<file path="src/rtl/sram_like_arbiter.sv">
// sram_like_arbiter
//   Shares one SRAM-like memory port between the instruction-fetch requester
//   (inst_*) and the EXE-stage data requester (data_*). Address-phase requests
//   are arbitrated and the owner of every accepted request is recorded in an
//   in-order owner FIFO; each returning mem_data_ok/mem_rdata is routed back to
//   the owner at the FIFO head.
//
//   Ports:
//     clk, reset            clock, synchronous active-high reset
//     inst_* / data_*       requester SRAM-like ports (req/wr/size/addr/wstrb/
//                           wdata in; addr_ok/data_ok/rdata out)
//     mem_*                 downstream SRAM-like port (req/wr/size/addr/wstrb/
//                           wdata out; addr_ok/data_ok/rdata in)
//     outst_cnt             accepted-but-unreturned transaction count
//     err_spurious          sticky flag: mem_data_ok seen with FIFO empty
//
//   Optional feature macro: ARB_ROUND_ROBIN_EN
//     defined   -> IDLE ties alternate between requesters (data wins first tie)
//     undefined -> fixed data-over-inst priority
module sram_like_arbiter #(
    parameter int OUTST_DEPTH = 4,
    parameter int OUTST_W     = 3
) (
    input  logic               clk,
    input  logic               reset,

    input  logic               inst_req,
    input  logic               inst_wr,
    input  logic [1:0]         inst_size,
    input  logic [31:0]        inst_addr,
    input  logic [3:0]         inst_wstrb,
    input  logic [31:0]        inst_wdata,
    output logic               inst_addr_ok,
    output logic               inst_data_ok,
    output logic [31:0]        inst_rdata,

    input  logic               data_req,
    input  logic               data_wr,
    input  logic [1:0]         data_size,
    input  logic [31:0]        data_addr,
    input  logic [3:0]         data_wstrb,
    input  logic [31:0]        data_wdata,
    output logic               data_addr_ok,
    output logic               data_data_ok,
    output logic [31:0]        data_rdata,

    output logic               mem_req,
    output logic               mem_wr,
    output logic [1:0]         mem_size,
    output logic [31:0]        mem_addr,
    output logic [3:0]         mem_wstrb,
    output logic [31:0]        mem_wdata,
    input  logic               mem_addr_ok,
    input  logic               mem_data_ok,
    input  logic [31:0]        mem_rdata,

    output logic [OUTST_W-1:0] outst_cnt,
    output logic               err_spurious
);

    localparam int PTR_W = OUTST_W - 1;

    typedef enum logic [1:0] {
        IDLE   = 2'd0,
        HOLD_I = 2'd1,
        HOLD_D = 2'd2
    } state_t;

    state_t                 state;
    logic [OUTST_DEPTH-1:0] owner_fifo;   // 0 = inst, 1 = data
    logic [PTR_W-1:0]       wr_ptr;
    logic [PTR_W-1:0]       rd_ptr;

`ifdef ARB_ROUND_ROBIN_EN
    logic                   last_grant;   // 0 = inst served last, 1 = data
`endif

    logic cand_valid;
    logic cand_data;
    logic full;
    logic empty;
    logic accept;
    logic pop;
    logic head;

    assign full  = (outst_cnt == OUTST_W'(OUTST_DEPTH));
    assign empty = (outst_cnt == '0);
    assign head  = owner_fifo[rd_ptr];

    // Candidate selection; reset masks the candidate so every forwarded
    // output is quiet during the reset cycle.
    always_comb begin
        cand_valid = 1'b0;
        cand_data  = 1'b0;
        case (state)
            IDLE: begin
                if (data_req && inst_req) begin
                    cand_valid = 1'b1;
`ifdef ARB_ROUND_ROBIN_EN
                    cand_data  = ~last_grant;
`else
                    cand_data  = 1'b1;
`endif
                end else if (data_req) begin
                    cand_valid = 1'b1;
                    cand_data  = 1'b1;
                end else if (inst_req) begin
                    cand_valid = 1'b1;
                end
            end
            HOLD_I: cand_valid = inst_req;
            HOLD_D: begin
                cand_valid = data_req;
                cand_data  = 1'b1;
            end
            default: ;
        endcase
        if (reset) begin
            cand_valid = 1'b0;
        end
    end

    always_comb begin
        mem_wr    = 1'b0;
        mem_size  = '0;
        mem_addr  = '0;
        mem_wstrb = '0;
        mem_wdata = '0;
        if (cand_valid) begin
            mem_wr    = cand_data ? data_wr    : inst_wr;
            mem_size  = cand_data ? data_size  : inst_size;
            mem_addr  = cand_data ? data_addr  : inst_addr;
            mem_wstrb = cand_data ? data_wstrb : inst_wstrb;
            mem_wdata = cand_data ? data_wdata : inst_wdata;
        end
    end

    // Full blocks forwarding even if a pop happens this cycle (no bypass).
    assign mem_req      = cand_valid & ~full;
    assign accept       = mem_req & mem_addr_ok;
    assign inst_addr_ok = accept & ~cand_data;
    assign data_addr_ok = accept &  cand_data;

    assign pop          = mem_data_ok & ~empty & ~reset;
    assign inst_data_ok = pop & ~head;
    assign data_data_ok = pop &  head;
    assign inst_rdata   = mem_rdata;
    assign data_rdata   = mem_rdata;

    always_ff @(posedge clk) begin
        if (reset) begin
            state        <= IDLE;
            wr_ptr       <= '0;
            rd_ptr       <= '0;
            outst_cnt    <= '0;
            err_spurious <= 1'b0;
`ifdef ARB_ROUND_ROBIN_EN
            last_grant   <= 1'b0;
`endif
        end else begin
            if (accept) begin
                state <= IDLE;
            end else if (cand_valid) begin
                state <= cand_data ? HOLD_D : HOLD_I;
            end else begin
                state <= IDLE;
            end

            if (accept) begin
                owner_fifo[wr_ptr] <= cand_data;
                wr_ptr             <= wr_ptr + 1'b1;
`ifdef ARB_ROUND_ROBIN_EN
                last_grant         <= cand_data;
`endif
            end
            if (pop) begin
                rd_ptr <= rd_ptr + 1'b1;
            end

            case ({accept, pop})
                2'b10:   outst_cnt <= outst_cnt + 1'b1;
                2'b01:   outst_cnt <= outst_cnt - 1'b1;
                default: ;
            endcase

            if (mem_data_ok && empty) begin
                err_spurious <= 1'b1;
            end
        end
    end

endmodule

</file>
<file path="config.mk">
export PLATFORM = sky130hd
export DESIGN_NAME = sram_like_arbiter
export DESIGN_NICKNAME = d
export VERILOG_FILES = /design/src/rtl/sram_like_arbiter.sv
export SDC_FILE = /design/constraint.sdc
export NUM_CORES = 1
export LEC_CHECK = 0
export BUFFER_PORTS_ARGS = -buffer_cell sky130_fd_sc_hd__buf_4
export CORE_AREA = 2 2 124 126
export DETAILED_ROUTE_END_ITERATION = 8
export DIE_AREA = 0 0 126 128
export PLACE_DENSITY = 0.58
export RECOVER_POWER = 25
export SYNTH_ARGS = -nofsm -noshare
export SYNTH_HDL_FRONTEND = slang
export SYNTH_SLANG_ARGS = --single-unit
</file>
<file path="constraint.sdc">
create_clock -name clk -period 2.96 [get_ports clk]
set_input_delay 0.148 -clock clk [delete_from_list [all_inputs] [get_ports clk]]
set_output_delay 0.148 -clock clk [all_outputs]
set_load 0.05 [all_outputs]
</file>
Yosys cells after proc, flatten, opt, wreduce, memory -nomap -nowiden:

Index checks and enable logic that the tools add are counted.

* add/subtract/negate cells: 4
* reduce and logical (&&, ||, !) cells: 8
* equality and inequality tests: 5
* $mul: 0
* bitwise operators: 14
* div/mod/pow operators: 0
* shifts and indexed selects: 0
* order comparisons: 3
* mux-type cells: 25

Operators by type and width (count)
* $mux W32: 4
* $mux W1: 10
* $and A1 B1 Y1: 8
* $mux W4: 2
* $lt A2 B3 Y1 const B: 2
* $mux W2: 3
* $not A1 Y1: 6
* $pmux W3 S2: 1
* $add A2 B1 Y2 const B: 2
* $bwmux W4: 1
* $eq A2 B1 Y1 const B: 2
* $eq A2 B2 Y1 const B: 2
* $add A3 B1 Y3 const B: 1
* $eq A3 B3 Y1 const B: 1
* $logic_and A1 B1 Y1: 3
* $logic_not A3 Y1: 1
* $pmux W1 S3: 1
* $reduce_or A3 Y1: 1
* $sub A3 B1 Y3 const B: 1
* $bmux W1 S2: 1
* $demux W1 S2: 1
* $ge A2 B1 Y1 const B: 1
* $logic_not A2 Y1: 1
* $pmux W1 S2: 1
* other kinds (2): 2

* input port bits: 180
* output and inout port bits: 144
* register bits after elaboration: 14
* memories kept: 0
* word-level logic and storage cells: 65
* bits in read-only memories: 0
* bits in latches: 0
* bits in writable memories: 0

Depth between registers and ports, before layout:

* depth in word-level cells: 9
* mapped depth: 10
* depth with buffers taken out: 9

Least setup slack after synthesis:

Ideal clock, no wire load.

* kind: flip-flop to flip-flop
* start point: register outst_cnt[2]
* end point: register outst_cnt[2]
* period minus slack after synthesis: 2.714 ns
* setup time: 0.070 ns
* arrival: 2.645 ns
* buffers on the path: 0
* stages on the path, launching flop included: 10
* required time: 2.890 ns
* path slack: 0.246 ns
* path through: dfxtp_1 -> or3b_4 -> o2111a_4 -> inv_6 -> ha_1 -> inv_1 -> fa_1 -> xor2_1 -> or3_2 -> a21oi_1

* word-level cells in the longest chain between the ends: 6

Ends and longest elaborated chain
* start: declaration: RTL line 57 `output logic [OUTST_W-1:0] outst_cnt,`
* start signal: assignment: RTL line 181 `2'b10: outst_cnt <= outst_cnt + 1'b1;`
* start signal: assignment: RTL line 182 `2'b01: outst_cnt <= outst_cnt - 1'b1;`
* $eq A3 B3 Y1 or $logic_not A3 Y1 (tied branches): RTL line 86, 87
* $not A1 Y1, on equally long branches: RTL line 139, 144
* $and A1 B1 Y1, on equally long branches: RTL line 139, 144
* $and A1 B1 Y1, on equally long branches: RTL line 140, 144
* $eq A2 B1 Y1 or $eq A2 B2 Y1 (tied branches): RTL line 180 `case ({accept, pop})`
* $pmux W3 S2 or $reduce_bool A2 Y1 (tied branches)

Several ways; a longest one is shown, not always the timed one.
A chain may end at the register's enable or synchronous reset.

Worst setup path after layout:

Ends and elaborated chain as after synthesis.

==> summary.txt <==
Timing
  – Rel. slew slack: 0.685
  – Worst Tran Pin Value: 0.468 ns
  – Fin. Hold Viols: 0
  – RSZ-0062 raised after global routing: false
  – Final worst path period share: 0.850
  – Max Clock Freq: 397 MHz
  – Setup violators final: 0
  – Post-Route Setup TNS: 0 ns
  – Slew Limit Fails: 0
  – Worst Skew: 0.00106 ns
  – Min Clock Period, post-route: 2.52 ns

CTS
  – Worst-path clk slew: 0.05 ns
  – PostCTS Resize Cnt: 0
  – Clock Latency Late Sink: 0.24 ns
  – Post-CTS Hold Fix Bufs: 0
  – Post-CTS Setup Bufs: 0
  – TritonCTS clock tree: done
  – CTS buffer count: 3
  – Root buffer cell: clkbuf_16
  – H-tree Lvls: 1
  – # clock sinks: 14
  – CTS Buffer Depth: 2

GRT
  – Vias in the first global route: 2528
  – Initial antenna violation count: 0
  – Overflow after GRT: 0
  – First-pass GRT wire length: 13100 microns
  – Total GRT Usage: 0.0988
  – Largest net degree at the start of global routing: 78

Critical path
  – Worst Setup SP: outst_cnt[2]$_SDFFE_PP0P_
  – CP Depth: 9
  – Reg2reg path depth: 9
  – Worst path bufs/invs: 2
  – Worst-path maximum fanout: 7
  – Critical path class: reg2reg
  – Crit path DAT: 2.70 ns
  – Reg2Reg Launch Point: outst_cnt[2]$_SDFFE_PP0P_
  – Worst R2R End: outst_cnt[2]$_SDFFE_PP0P_
  – Slowest Stage Delay on Critical Path: 0.44 ns
  – Worst Setup End Kind: register
  – CP Launch Type: register
  – Delay-heaviest family, CP: simple AND/OR/NAND/NOR gates
  – CP cell instances: or3b_4, o2111a_4, inv_6, ha_1, inv_1, fa_1, xor2_1, or3_2, a21oi_1
  – Slowest cell on crit path: or3b_4
  – WP data required: 3.14 ns
  – Worst R2R Setup Slack: 0.44 ns

Min path
  – Min-Delay Path Depth: 2
  – Worst Hold Class: in2reg
  – Critical hold path startpoint: mem_addr_ok
  – Hold EP: state[0]$_SDFF_PP0_

Detailed routing
  – Vias: 2803
  – Detailed Routing Iterations Pass 1: 6
  – Wirelength per Cell: 12.4 microns
  – ANT nets after route: 0
  – 1st-iter DRT viols: 89
  – Vias per inst: 3.98
  – Final WL: 8750 microns
  – Drt drc: 0

Placement
  – Dpl hpwl: 6860 microns
  – GPL Wtd Cong: 0.721
  – DP Area: 0.00364 sq mm
  – Port-buffer cells: 227

Synth
  – Yosys top cell area share: 0.242
  – Post-synth cell types: 31
  – Synthesized instance count: 371
  – Ys Warns: 0
  – Post-synthesis sequential area ratio: 0.144
  – Synth area leader: nand2_1
  – Seq cells post-synth: 14
  – Syn Std Cell Area: 0.00222 sq mm
  – Post-synthesis net count: 557
  – Syn Area/Cell: 5.99 sq um
  – Synth top area cells: nand2_1 24%, buf_4 22%, a21oi_1 17%

Final layout
  – Area grow syn2layout: 67.2%
  – Final nets: 704
  – Diode count: 0
  – Layout cell share with drive strength beyond 1: 0.478
  – Post-Layout Inst Area: 0.00372 sq mm

Power and ir drop
  – Power per cell area: 340 mW/mm^2
  – Peak supply drop: 0.125 mV
  – Leakage: 1.91 nW

Floorplan
  – Num rows: 45
  – Die area: 0.0161 sq mm
  – Core Footprint: 0.0149 sq mm
  – Die W: 126 microns
  – Die Y: 128 microns
  – Starting Density: 0.149
  – # IOs: 324

Outcome
  – Outcome: complete, no violations

Job
  – Max-capacitance violation count: 0
[cell usage in the layout, fill, tap and decap left out, types with 2 or more instances in the layout]
| cell | count |
|---|---|
| ha_1 | 5 |
| nor3_1 | 2 |
| nor2_1 | 10 |
| clkbuf_16 | 3 |
| and2_1 | 2 |
| edfxtp_1 | 4 |
| nand2_1 | 143 |
| and2_2 | 3 |
| dfxtp_1 | 10 |
| buf_4 | 229 |
| a211oi_1 | 2 |
| buf_12 | 2 |
| a21oi_1 | 74 |
| inv_1 | 6 |
| xor2_1 | 4 |
[routing by layer]
metal | track usage | share of wire | wire [microns]
met5 | 0 | 0 | 0
met4 | 0.0310 | 0.018 | 154
met3 | 0.0396 | 0.13 | 1130
met2 | 0.162 | 0.48 | 4240
met1 | 0.119 | 0.37 | 3220
[kinds of logic after synthesis]
| group | Yosys count | share of synthesized area |
|---|---|---|
| XOR/XNOR | 4 | 0.0158 |
| flip-flops | 14 | 0.144 |
| adder cells (fa/ha/maj) | 6 | 0.0372 |
| AND/OR/NAND/NOR | 165 | 0.297 |
| AO/OA/AOI/OAI | 82 | 0.198 |
| multiplexers | 3 | 0.0214 |
| buffers and inverters | 97 | 0.287 |
[stage by stage]
step / util / power (mW) / hold WS [ns] / instances / setup WS, ns
global route: 0.250 / 1.34 / 0.112 / 705 / 0.292
CTS: 0.250 / 1.28 / 0.113 / 705 / 0.450
floorplan: - / 0.931 / 0.247 / 371 / 0.246
global placement: 0.245 / 1.02 / 0.296 / 701 / 0.492
finish: 0.250 / 1.26 / 0.117 / 705 / 0.444
detailed placement: 0.245 / 1.02 / 0.296 / 701 / 0.483
[where the power goes]
part           internal, mW  switching [mW]
registers             0.211          0.0142
logic                 0.298           0.484
clock network         0.179          0.0776
[worst max-delay path by stage]
stage	endpoint	slack (ns)
floorplan	outst_cnt[2]$_SDFFE_PP0P_	0.25
global placement	outst_cnt[2]$_SDFFE_PP0P_	0.49
detailed placement	outst_cnt[2]$_SDFFE_PP0P_	0.48
CTS	outst_cnt[2]$_SDFFE_PP0P_	0.45
global route	outst_cnt[2]$_SDFFE_PP0P_	0.29
finish	outst_cnt[2]$_SDFFE_PP0P_	0.44
[flip-flops by register name (all words and copies together) (netlist names)]
register,flops
err_spurious,1
outst_cnt,3
owner_fifo,4
rd_ptr,2
state,2
wr_ptr,2
[synthesized netlist by cell type]
cell	number
or3_2	1
o2111a_4	1
o31ai_1	1
inv_1	7
and2_1	2
inv_6	1
buf_2	22
nand2_1	143
edfxtp_1	4
nor2b_2	1
mux4_2	1
ha_1	5
a211oi_1	2
a21oi_1	74
mux2_4	1
buf_4	64
nor2_1	10
and2_2	3
o21ai_1	1
dfxtp_1	10
o21bai_1	1
xor2_1	4
nor3_1	2
or3b_4	1
fa_1	1
o311ai_0	1
clkbuf_1	3
nor2b_1	1
mux2i_1	1
o21ai_0	1
and2b_1	1
[area by class of cell]
type	count	area, sq um
clock buffers	3	75.1
clock inverters	1	3.75
fillers	1677	11100
inverters	8	35.0
multi-input cells	260	1290
flip-flops and latches	14	320
well taps	188	235
repair buffers	231	1760
No activity file was read; power rests on OpenSTA's default activity.
